===== src/rtl/pkt_tx_arbiter.sv =====
// Packet-granular round-robin arbiter sharing the MAC pkt_tx_* interface between
// NUM_SRC sources; each packet is forwarded atomically and pkt_tx_full stalls the owner.
module pkt_tx_arbiter #(
    parameter int NUM_SRC = 2
) (
    input  logic                    clk_156m25,
    input  logic                    reset_156m25,
    input  logic [NUM_SRC-1:0]      src_val,
    input  logic [NUM_SRC-1:0]      src_sop,
    input  logic [NUM_SRC-1:0]      src_eop,
    input  logic [3*NUM_SRC-1:0]    src_mod,
    input  logic [64*NUM_SRC-1:0]   src_data,
    output logic [NUM_SRC-1:0]      src_rdy,
    input  logic                    pkt_tx_full,
    output logic                    pkt_tx_val,
    output logic                    pkt_tx_sop,
    output logic                    pkt_tx_eop,
    output logic [2:0]              pkt_tx_mod,
    output logic [63:0]             pkt_tx_data,
    output logic                    err_nosop,
    output logic                    err_sop_mid,
    output logic [15:0]             pkt_cnt
);
    localparam int DATA_W = 64;
    localparam int MOD_W  = 3;
    localparam int OWN_W  = $clog2(NUM_SRC);

    typedef enum logic {IDLE, BUSY} state_t;

    state_t             state;
    logic [OWN_W-1:0]   owner;
    logic [OWN_W-1:0]   last_owner;
    logic               first_beat;

    logic               beat_vld_p0;
    logic               beat_sop_p0;
    logic               beat_eop_p0;
    logic [MOD_W-1:0]   beat_mod_p0;
    logic [DATA_W-1:0]  beat_data_p0;
    logic               xfer_vld_p0;
    logic               grant_vld;
    logic [OWN_W-1:0]   grant_idx;
    logic               idle_bad_beat;

    // Stage p0: select the owner's beat and decide whether it transfers this cycle
    always_comb begin
        beat_vld_p0  = 1'b0;
        beat_sop_p0  = 1'b0;
        beat_eop_p0  = 1'b0;
        beat_mod_p0  = '0;
        beat_data_p0 = '0;
        for (int i = 0; i < NUM_SRC; i++) begin
            if (owner == OWN_W'(i)) begin
                beat_vld_p0  = src_val[i];
                beat_sop_p0  = src_sop[i];
                beat_eop_p0  = src_eop[i];
                beat_mod_p0  = src_mod[MOD_W*i +: MOD_W];
                beat_data_p0 = src_data[DATA_W*i +: DATA_W];
            end
        end
    end

    // Ready never looks at src_val, so a source may wait on src_rdy without a loop
    always_comb begin
        src_rdy = '0;
        if (state == BUSY && !pkt_tx_full && !reset_156m25) begin
            for (int i = 0; i < NUM_SRC; i++) begin
                src_rdy[i] = (owner == OWN_W'(i));
            end
        end
    end

    assign xfer_vld_p0   = (state == BUSY) && !pkt_tx_full && beat_vld_p0;
    assign idle_bad_beat = (state == IDLE) && (|(src_val & ~src_sop));

    always_comb begin
        logic [NUM_SRC-1:0] cand;
        logic [OWN_W-1:0]   idx;
        cand      = src_val & src_sop;
        idx       = '0;
        grant_vld = 1'b0;
        grant_idx = '0;
        for (int k = 1; k <= NUM_SRC; k++) begin
            idx = OWN_W'((int'(last_owner) + k) % NUM_SRC);
            if (!grant_vld && cand[idx]) begin
                grant_vld = 1'b1;
                grant_idx = idx;
            end
        end
    end

    // Stage p1: registered pkt_tx_* outputs, arbitration state and status
    always_ff @(posedge clk_156m25) begin
        if (reset_156m25) begin
            state       <= IDLE;
            owner       <= '0;
            last_owner  <= OWN_W'(NUM_SRC - 1);
            first_beat  <= 1'b0;
            pkt_tx_val  <= 1'b0;
            pkt_tx_sop  <= 1'b0;
            pkt_tx_eop  <= 1'b0;
            pkt_tx_mod  <= '0;
            pkt_tx_data <= '0;
            pkt_cnt     <= '0;
            err_nosop   <= 1'b0;
            err_sop_mid <= 1'b0;
        end else begin
            pkt_tx_val <= xfer_vld_p0;
            pkt_tx_sop <= xfer_vld_p0 & beat_sop_p0;
            pkt_tx_eop <= xfer_vld_p0 & beat_eop_p0;
            if (xfer_vld_p0) begin
                pkt_tx_mod  <= beat_mod_p0;
                pkt_tx_data <= beat_data_p0;
            end
            if (idle_bad_beat) begin
                err_nosop <= 1'b1;
            end
            case (state)
                IDLE: begin
                    if (grant_vld) begin
                        owner      <= grant_idx;
                        first_beat <= 1'b1;
                        state      <= BUSY;
                    end
                end
                BUSY: begin
                    if (xfer_vld_p0) begin
                        first_beat <= 1'b0;
                        if (beat_sop_p0 && !first_beat) begin
                            err_sop_mid <= 1'b1;
                        end
                        if (beat_eop_p0) begin
                            pkt_cnt    <= pkt_cnt + 16'd1;
                            last_owner <= owner;
                            state      <= IDLE;
                        end
                    end
                end
                default: state <= IDLE;
            endcase
        end
    end
endmodule


===== config.mk =====
export PLATFORM = sky130hd
export DESIGN_NAME = pkt_tx_arbiter
export DESIGN_NICKNAME = d
export VERILOG_FILES = /design/src/rtl/pkt_tx_arbiter.sv
export SDC_FILE = /design/constraint.sdc
export NUM_CORES = 1
export LEC_CHECK = 0
export ABC_AREA = 1
export CAP_MARGIN = 20
export CORE_ASPECT_RATIO = 2
export CORE_MARGIN = 4
export CORE_UTILIZATION = 38
export DETAILED_ROUTE_END_ITERATION = 6
export PLACE_DENSITY_LB_ADDON = 0.05
export SETUP_SLACK_MARGIN = 0.4
export SLEW_MARGIN = 30
export SYNTH_ARGS = -nofsm -noshare
export SYNTH_HDL_FRONTEND = slang
export SYNTH_SLANG_ARGS = --single-unit

===== constraint.sdc =====
create_clock -name clk_156m25 -period 1.8 [get_ports clk_156m25]
set_input_delay 0.36 -clock clk_156m25 [delete_from_list [all_inputs] [get_ports clk_156m25]]
set_output_delay 0.36 -clock clk_156m25 [all_outputs]
set_load 0.005 [all_outputs]

* Yosys cells after proc, flatten, opt, wreduce, memory -nomap -nowiden *
Cells that the tools add are included.

cells by class
  mux-type cells = 21
  reductions and logical operators = 15
  bitwise operators = 7
  $add $sub $neg = 3
  order comparisons = 2
  eq/ne operators = 2

operators with widths
  operator               number
  $mux 64                1
  $add 16x1->16 const B  1
  $mux 1                 16
  $logic_and 1x1->1      6
  $reduce_and 3->1       2
  $and 2x2->2            2
  $logic_not 1->1        4
  $lt 1x2->1 const B     2
  $pmux 1 s2             2
  $reduce_and 2->1       2
  $mux 3                 1
  $add 1x1->1 const B    2
  $and 1x1->1            2
  $mux 2                 1
  $ne 2x1->1 const B     1
  $ne 2x2->1 const B     1
  $not 1->1              2
  $not 2->2              1
  $reduce_or 2->1        1

word-level totals
  logic and storage cells = 62
  register bits = 92
  input bits = 143

* Longest topological paths before layout *
  depth after elaboration = 9
  depth in mapped cells = 9
  depth with buffers taken out = 9

* Least setup slack after synthesis *
OpenSTA, ideal clock, no wires.

  path kind = register to output
  start = register owner
  end = output src_rdy[1]
  cell stages (with the launch flop) = 5
  setup slack = 0.392 ns
  arrival = 1.048 ns
  cells stage by stage = dfxtp_1 > inv_2 > clkbuf_1 > clkbuf_1 > nor3_1

on the way
  word-level cells in the longest chain between the ends = 1

ends and longest elaborated chain
  what                      line  RTL
  start: declaration        31    logic [OWN_W-1:0] owner;
  start signal: assignment  121   owner <= grant_idx;
  $mux 2                    66    if (state == BUSY && !pkt_tx_full && !reset_156m25) begin
  end: declaration          13    output logic [NUM_SRC-1:0] src_rdy,

Every way passes these cells.

* Final worst setup path *
  start = register owner
  end = register pkt_cnt[10]

on the way
  word-level cells in the longest chain between the ends = 3
  elaborated cells on any way between the ends = 4
  classes of those cells = mux (2); reduce/logical (2)

ends and longest elaborated chain
  what                          line  RTL
  $mux 1                        53    if (owner == OWN_W'(i)) begin
  $logic_and 1x1->1             73    assign xfer_vld_p0 = (state == BUSY) && !pkt_tx_full && beat_vld_p0;
  $reduce_and 3->1 (no line) *  -
  end signal: assignment        133   pkt_cnt <= pkt_cnt + 16'd1;
  end: declaration              22    output logic [15:0] pkt_cnt

Every way passes the cells marked *; elsewhere a longest branch is shown, timed or not.
A chain may end at the register's enable or synchronous reset.

==> flow_summary.yaml <==
logic_synthesis:
  ys_top_cells_by_area: "dfxtp_1 46%, nand2_1 17%, a31oi_1 11%"
  syn-cell-area_mm2: 0.00402
  async_reset_ff_frac: 0
  synth.distinct_cells: 26
  syn_area_per_cell_um2: 7.09
  syn_inst: 567
  synth_edf_count: 0
  yosysTopAreaCellShare: 0.458
  yosysSeqAreaShare: 0.458
  synth_warnings: 0
  synth_top_area_cell: "dfxtp_1"
  synth_flop_cell: "dfxtp_1"
  synth.net_count: 711
  ys_ff_latch: 92
route:
  ant_nets: 0
  wl_per_cell_um: 18.6
  dr.pass1.iters: 5
  drtIter0Drc: 253
  num_vias: 5147
  drt-vias-per-instance: 5.28
  drc_errors: 0
  route.final.wire_length_mm: 18.1
sta:
  fin_crit_sh: 0.932
  worstMarginPinSlew_ns: 0.487
  rsz0062_at_grt: "yes"
  final-max-slew-violation-count: 0
  setup_viol: 0
  timing.final.ws_setup_ns: 0.122
  finalCriticalPeriod_ns: 1.68
  fin_skew_ns: 0.00907
  finalSetupTns_ns: 0
  max_slew_margin: 0.675
  hold_viol_final: 0
  fmax_mhz: 596
cells_and_area:
  fin_util: 0.780
  area_growth_pct: 98.0
  fin_nets: 977
  final_layout_size_suffix_gt1_frac: 0.220
  fin_area_mm2: 0.00796
  fin_cells: 974
floorplan:
  coreArea_mm2: 0.0102
  row_count: 52
  dieWidth_um: 80.7
  ios: 233
  start_util: 0.394
  die_y_um: 153
  dieArea_mm2: 0.0124
pwr:
  switching_share: 0.234
  p_leak_nw: 3.57
  power_frac_comb: 0.194
  clkPwrFrac: 0.406
  p_seq_frac: 0.399
  p_int_mw: 4.17
  power_switching_mw: 1.27
  power_density_mw_per_mm2: 684
  ir_drop_mv: 0.479
grt:
  track_usage: 0.287
  use_met3: 0.0636
  grt_pass1_vias: 5390
  antenna_found_initial: 1
  grt_pass1_wl_mm: 27.4
  busiest_layer: "met2"
  met1_usage: 0.277
  met2_usage: 0.543
  overflow: 0
  grt_max_degree: 62
hold_path:
  min-delay-start: "err_sop_mid"
  whs_path_depth: 2
  min_to: "err_sop_mid"
  hp-class: "reg -> reg"
setup_path:
  r2r_start: "owner"
  arrival_ns: 1.94
  rr_worst_depth: 12
  required_ns: 2.06
  cp-end-kind: "flop"
  critPathMaxFanout: 5
  crit_type: "reg -> reg"
  timing.rr.end: "pkt_cnt[10]"
  startpoint_type: "flop"
  ff2ff_setup_slack_ns: 0.12
place:
  placed_cell_area_mm2: 0.00653
  detailedPlace.worstSlack_ns: -0.163
  gp_congestion: 0.855
  dp_hpwl_mm: 11.0
  numPortBuffers: 232
  place_inst: 911
clock_network:
  cts_hold_buf: 0
  cts_max_level: 3
  cts_made_buffers: 9
  tritoncts: "built"
  ctsLongestPathBuffers: 2
  cts.sink_count: 92
  insertion_delay_ns: 0.34
  clk_pin_slew_ns: 0.07
  root_buffer: "clkbuf_16"
job:
  maxCapViolCount: 0
outcome:
  status: "finished clean"
sequential cells by signal, summed over array words and instances (netlist names):
register	cells
err_nosop	1
err_sop_mid	1
first_beat	1
last_owner	1
owner	1
pkt_cnt	16
pkt_tx_data	64
pkt_tx_eop	1
pkt_tx_mod	3
pkt_tx_sop	1
pkt_tx_val	1
state	1
placed cells by master, fill, tap and decap left out, drive strengths merged:
cell           count
nand2            187
clkdlybuf4s50    138
dlygate4sd2       92
dfxtp             92
o21ai             72
a31oi             68
buf               65
nor2              33
inv               28
a21oi             14
nand3             14
clkbuf            12
nand4              9
nor3               4
bufinv             3
diode              1
and2               1
nand3b             1
o21a               1
mux2i              1
o22ai              1
ha                 1
clkinv             1
power groups by stage:
stage	sequential (mW)	clock, mW	combinational [mW]
finish	2.18	2.21	1.06
global route	2.18	2.30	1.13
CTS	2.17	2.23	1.02
detailed placement	2.21	0	0.850
global placement	2.21	0	0.837
floorplan	2.21	0	0.275
synthesized netlist by cell type, types with 2 or more instances:
cell and n:
nor2_1 32, o21ai_0 61, buf_4 2, nand2_1 186, o21ai_1 11, clkbuf_1 24
buf_2 10, a31oi_1 68, inv_1 26, nand4_1 9, nand3_1 14, clkbuf_2 4
nor3_1 4, dfxtp_1 92, a21oi_1 13
cell type report:
cell class	instances	area, um2
inverters	28	113
flip-flops and latches	92	1890
multi-input cells	407	2210
well taps	135	169
diodes	1	2.50
clock buffers	12	256
clock inverters	4	95.1
fillers	736	2250
repair buffers	295	3220
worst max-delay path: stages, from the launching register on:
cell and delay, ns:
dfxtp_4 0.41, buf_8 0.11, nand2_4 0.05, a21oi_4 0.17, buf_6 0.14, buf_12 0.10
buf_12 0.11, buf_6 0.10, buf_12 0.11, nand4_1 0.08, nand2_1 0.08, nand2_1 0.04
nor2_1 0.08
logic make-up after synthesis:
logic type / Yosys count / synth area share
DFF: 92 / 0.458
and+or+nand+nor: 249 / 0.248
AOI/OAI and AO/OA: 156 / 0.219
muxes: 1 / 0.00249
adders and majority gates: 1 / 0.00311
buffers and inverters: 68 / 0.0697
through the flow:
stage | total power [mW] | hold WS, ns
final | 5.45 | 0.461
after global routing | 5.62 | 0.491
after CTS | 5.42 | 0.455
after detailed placement | 3.06 | 0.446
after global placement | 3.04 | 0.445
after floorplan | 2.49 | 0.442
routing by layer:
layer  routed length [um]  share of wire  vias up
met1                 5980           0.33     2409
met2                10200           0.56      226
met4                  845          0.047        0
li1                     -              -     2457
met5                    0              0        -
met3                 1110          0.061       55
repair_timing:
item / 4_1_cts / 5_1_grt
pin swaps: 16 / 12
cloned: 15 / 0
buffers inserted: 25 / 6
endpoints found under the setup margin: 176 / 89
resized for setup: 266 / 34
worst max-delay path by stage:
stage	slack (ns)	to	start	cells after the start
6_report	0.12	pkt_cnt[10]	owner	12
5_1_grt	0.07	pkt_tx_data[43]	owner	10
4_1_cts	0.22	pkt_tx_data[45]	owner	10
3_5_place_dp	-0.16	pkt_cnt[10]	src_val[0]	8
3_3_place_gp	-0.12	src_rdy[0]	pkt_tx_full	5
2_1_floorplan	0.44	pkt_cnt[11]	owner	9
Power figures use the tool's default switching activity.
